`src/rtl/counter_mod6_if.sv`:
```
// rtl/counter_mod6_if.sv - count-enable / count / carry bundle for one counter_mod6 stage.
// LD and D exist only when COUNTER_MOD6_LOAD_EN is defined.
interface counter_mod6_if #(
  parameter int WIDTH = 4
) ();
  logic             EN;
  logic [WIDTH-1:0] Q;
  logic             CO;
`ifdef COUNTER_MOD6_LOAD_EN
  logic             LD;
  logic [WIDTH-1:0] D;
`endif

`ifdef COUNTER_MOD6_LOAD_EN
  modport master (output EN, output LD, output D, input Q, input CO);
  modport slave  (input EN, input LD, input D, output Q, output CO);
`else
  modport master (output EN, input Q, input CO);
  modport slave  (input EN, output Q, output CO);
`endif
endinterface

```
`src/rtl/counter_mod6.sv`:
```
// rtl/counter_mod6.sv - modulo-MODULUS up-counter with enable, carry-out and async clear.
// Optional synchronous load (time-setting) under macro COUNTER_MOD6_LOAD_EN.
module counter_mod6 #(
  parameter int MODULUS = 6,
  parameter int WIDTH   = 4
) (
  input  logic         CP,
  input  logic         nCR,
  counter_mod6_if.slave bus
);
  localparam logic [WIDTH-1:0] LAST  = WIDTH'(MODULUS - 1);
  localparam logic [WIDTH:0]   MOD_W = (WIDTH + 1)'(MODULUS);

  logic [WIDTH-1:0] q_q;
  logic [WIDTH-1:0] q_d;
  logic             at_last;
  logic             ld;
  logic [WIDTH-1:0] ld_val;

`ifdef COUNTER_MOD6_LOAD_EN
  assign ld     = bus.LD;
  // Out-of-range load values are mapped to 0 so the counter never enters an illegal state by load.
  assign ld_val = ({1'b0, bus.D} < MOD_W) ? bus.D : '0;
`else
  assign ld     = 1'b0;
  assign ld_val = '0;
`endif

  assign at_last = (q_q == LAST);

  // Anything at or above LAST, including upset values, restarts at 0 when enabled.
  always_comb begin
    q_d = q_q;
    if (ld) begin
      q_d = ld_val;
    end else if (bus.EN) begin
      q_d = (q_q < LAST) ? q_q + WIDTH'(1) : '0;
    end
  end

  always_ff @(posedge CP or negedge nCR) begin
    if (!nCR) begin
      q_q <= '0;
    end else begin
      q_q <= q_d;
    end
  end

  assign bus.Q  = q_q;
  assign bus.CO = bus.EN & at_last & ~ld;
endmodule

```
`src/flat_wrapper.sv`:
```
// flat-port wrapper written by rule: the top's interface ports become plain ports
module counter_mod6_flat 
#(
  parameter int MODULUS = 6,
  parameter int WIDTH   = 4
)
  (CP, nCR, bus_EN, bus_Q, bus_CO);
  counter_mod6_if #(.WIDTH(WIDTH)) bus_i ();
  input  logic CP;
  input  logic nCR;
  input wire logic [$bits(bus_i.EN)-1:0] bus_EN;
  output wire logic [$bits(bus_i.Q)-1:0] bus_Q;
  output wire logic [$bits(bus_i.CO)-1:0] bus_CO;
  assign bus_i.EN = bus_EN;
  assign bus_Q = bus_i.Q;
  assign bus_CO = bus_i.CO;
  counter_mod6 #(.MODULUS(MODULUS), .WIDTH(WIDTH)) u_core (.CP(CP), .nCR(nCR), .bus(bus_i));
endmodule
```
`config.mk`:
```
export PLATFORM = sky130hd
export DESIGN_NAME = counter_mod6_flat
export DESIGN_NICKNAME = d
export VERILOG_FILES = /design/src/rtl/counter_mod6_if.sv /design/src/rtl/counter_mod6.sv /design/src/flat_wrapper.sv
export SDC_FILE = /design/constraint.sdc
export NUM_CORES = 1
export LEC_CHECK = 0
export BUFFER_PORTS_ARGS = -buffer_cell sky130_fd_sc_hd__buf_2
export CORE_AREA = 2 2 39 41
export DETAILED_ROUTE_END_ITERATION = 10
export DIE_AREA = 0 0 41 43
export GPL_TIMING_DRIVEN = 0
export PLACE_DENSITY = 0.41
export SLEW_MARGIN = 20
export SYNTH_ARGS = -nofsm -noshare
export SYNTH_HDL_FRONTEND = slang
export SYNTH_SLANG_ARGS = --single-unit
```
`constraint.sdc`:
```
create_clock -name CP -period 2.2 [get_ports CP]
set_input_delay 0.22 -clock CP [delete_from_list [all_inputs] [get_ports CP]]
set_output_delay 0.22 -clock CP [all_outputs]
set_load 0.005 [all_outputs]
```
==> impl_metrics.json <==
{
  "groute.usage.overall_pct": 7.06,
  "fin_nets": 42,
  "yosysTopAreaCell": "dfrtp_1",
  "grt_antenna_before_repair": 0,
  "grt_start_max_net_pins": 8,
  "syn_to_final_growth_pct": 35.7,
  "synth.distinct_cells": 14,
  "final_cell_count_no_fill": 50,
  "post_drt_wl_per_cell_um": 9.22,
  "io_pins": 8,
  "postCtsSetupBuffers": 0,
  "reg2reg_setup_slack_ns": 0.85,
  "start_kind": "flop",
  "fillerInstances": 158,
  "core_sq_um": 1380,
  "min_path_cells": 2,
  "synth_top_area_share_pct": 40.8,
  "hp-start": "bus_EN",
  "syn_nets": 29,
  "slew_headroom_pct": 84.5,
  "post_synth_inst_count": 23,
  "dieArea_sq_um": 1760,
  "gp_congestion": 0.649,
  "synth-seq-cells": 4,
  "powerDensity_nw_per_um2": 1060,
  "dpl-instance-area_sq_um": 300,
  "finalClockSkew_ns": 0.00105,
  "arrival_ns": 1.46,
  "tightest_slew_ns": 0.232,
  "cts_max_level": 1,
  "diodes": 0,
  "cts_root_buf": "clkbuf_4",
  "clk_latency_ns": 0.23,
  "top_usage_layer": "met1",
  "worstPathRequired_ns": 2.31,
  "grtUsageMet3_pct": 3.66,
  "post-place-cells": 46,
  "grtUsageMet1_pct": 8.14,
  "r2r_start": "u_core.bus.Q[0]",
  "finalPower_mw": 0.354,
  "finalSetupViolCount": 0,
  "final_cell_mix": "7 x buf_2, 4 x inv_1, 4 x dfrtp_1, 3 x ha_1, 3 x clkbuf_4",
  "min_path_type": "in -> reg",
  "grt_pass1_vias": 186,
  "worstSetupPathType": "reg -> reg",
  "hold_viol_final": 0,
  "grt_setup_unrepaired": "false",
  "postCtsHoldBufs": 1,
  "p_leak_nw": 0.173,
  "drive_gt1_share_pct": 35.3,
  "io_buffers": 7,
  "cts_buffers": 3,
  "layout_commonest_cell": "buf_2",
  "drv_slew": 0,
  "clockBufferDepth": 2,
  "clk_pin_slew_ns": 0.04,
  "grt_remaining_overflow": 0,
  "firstDrtPassIters": 3,
  "r2r-end": "u_core.bus.Q[2]",
  "netlist_area_sq_um": 245,
  "finalInstanceArea_sq_um": 333,
  "cts_tree": "done",
  "outcome": "finished, final reports clean",
  "critical_path.max_fanout": 6,
  "synth.avg_cell_area_sq_um": 10.7,
  "netlist_top_cells_area": "dfrtp_1 41%, ha_1 15%, and4bb_2 10%",
  "maxCapViolCount": 0,
  "finalWirelength_um": 461,
  "finalCriticalPeriod_ns": 1.35,
  "antenna_left": 0,
  "seq_area_frac_synth_pct": 40.8,
  "end_kind": "flop",
  "vias_per_cell": 3.94,
  "dp_hpwl_um": 378,
  "drc": 0,
  "r2r_cells": 4,
  "drtIter0Drc": 4,
  "yosys_warnings": 0,
  "fp-row-count": 14,
  "hold_end": "u_core.bus.Q[1]",
  "start_util_pct": 17.7,
  "cts.sinks": 4,
  "num_vias": 197,
  "grt_first_pass_wirelength_um": 765,
  "cts-resized-gates": 0,
  "finalCritPeriodShare_pct": 61.3,
  "fmax_ghz": 0.741,
  "tns_ns": 0,
  "gr-usage-met2_pct": 8.13,
  "die-width_um": 41,
  "ir_worst_vdd_mv": 0.337,
  "holdWs_ns": 0.277,
  "die_h_um": 43,
  "largest_reg_flops": 4
}
-- worst max path at each step --
stage | from | end | slack (ns) | cells after the start
after floorplan | u_core.bus.Q[0] | u_core.bus.Q[2] | 0.92 | 4
after global placement | u_core.bus.Q[0] | u_core.bus.Q[2] | 0.86 | 4
after detailed placement | u_core.bus.Q[0] | u_core.bus.Q[2] | 0.84 | 4
after CTS | u_core.bus.Q[0] | u_core.bus.Q[2] | 0.84 | 4
after global routing | u_core.bus.Q[0] | u_core.bus.Q[2] | 0.75 | 4
final | u_core.bus.Q[0] | u_core.bus.Q[2] | 0.85 | 4
-- metal layers --
metal  part of all wire, %  vias to the layer above
li1                      -                      107
met1                    47                       84
met2                    44                        6
met3                   9.1                        0
met4                     0                        0
met5                     0                        -
-- power breakdown --
group | switching [mW] | leakage [nW] | internal [mW]
Sequential | 0.0316 | 0.0516 | 0.0991
Clock | 0.0259 | 0.0138 | 0.0607
Combinational | 0.0644 | 0.108 | 0.0718
-- worst max-delay path: stages (launching register included) --
cell and delay (ns):
dfrtp_1 0.43, inv_1 0.08, ha_1 0.23, and4bb_2 0.23
a211o_1 0.26
-- through the flow --
stage | worst slack (ns) | utilization (%)
2_1_floorplan | 0.924 | -
3_5_place_dp | 0.842 | 21.7
6_report | 0.851 | 24.1
3_3_place_gp | 0.864 | 21.7
5_1_grt | 0.753 | 24.1
4_1_cts | 0.839 | 24.1
-- cells in the mapped netlist (all sizes together) --
cell and instances:
dfrtp 4, inv 4, ha 3, and4bb 2, a211o 1, nand2 1, nand3 1, nand3b 1
nor2 1, nor2b 1, o22ai 1, o2bb2ai 1, o32ai 1, or3b 1
-- final cells by class --
cell class | instances | area [sq um] | share of cell area [%]
clock buffer | 3 | 22.5 | 6.77
inverter | 4 | 15.0 | 4.51
multi-input combinational | 15 | 130 | 39.1
sequential | 4 | 100 | 30.1
tap | 16 | 20.0 | 6.02
timing repair buffer | 8 | 45.0 | 13.5
-- cell families (layout without fill, tap and decap cells) --
kind of cell	after synthesis	count (layout)	share of synthesized area (%)
and+or+nand+nor	8	8	24.5
buffers and inverters	4	15	6.12
DFF	4	4	40.8
AOI/OAI and AO/OA	4	4	13.3
adders and majority gates	3	3	15.3
(Power assumes the default switching activity.)
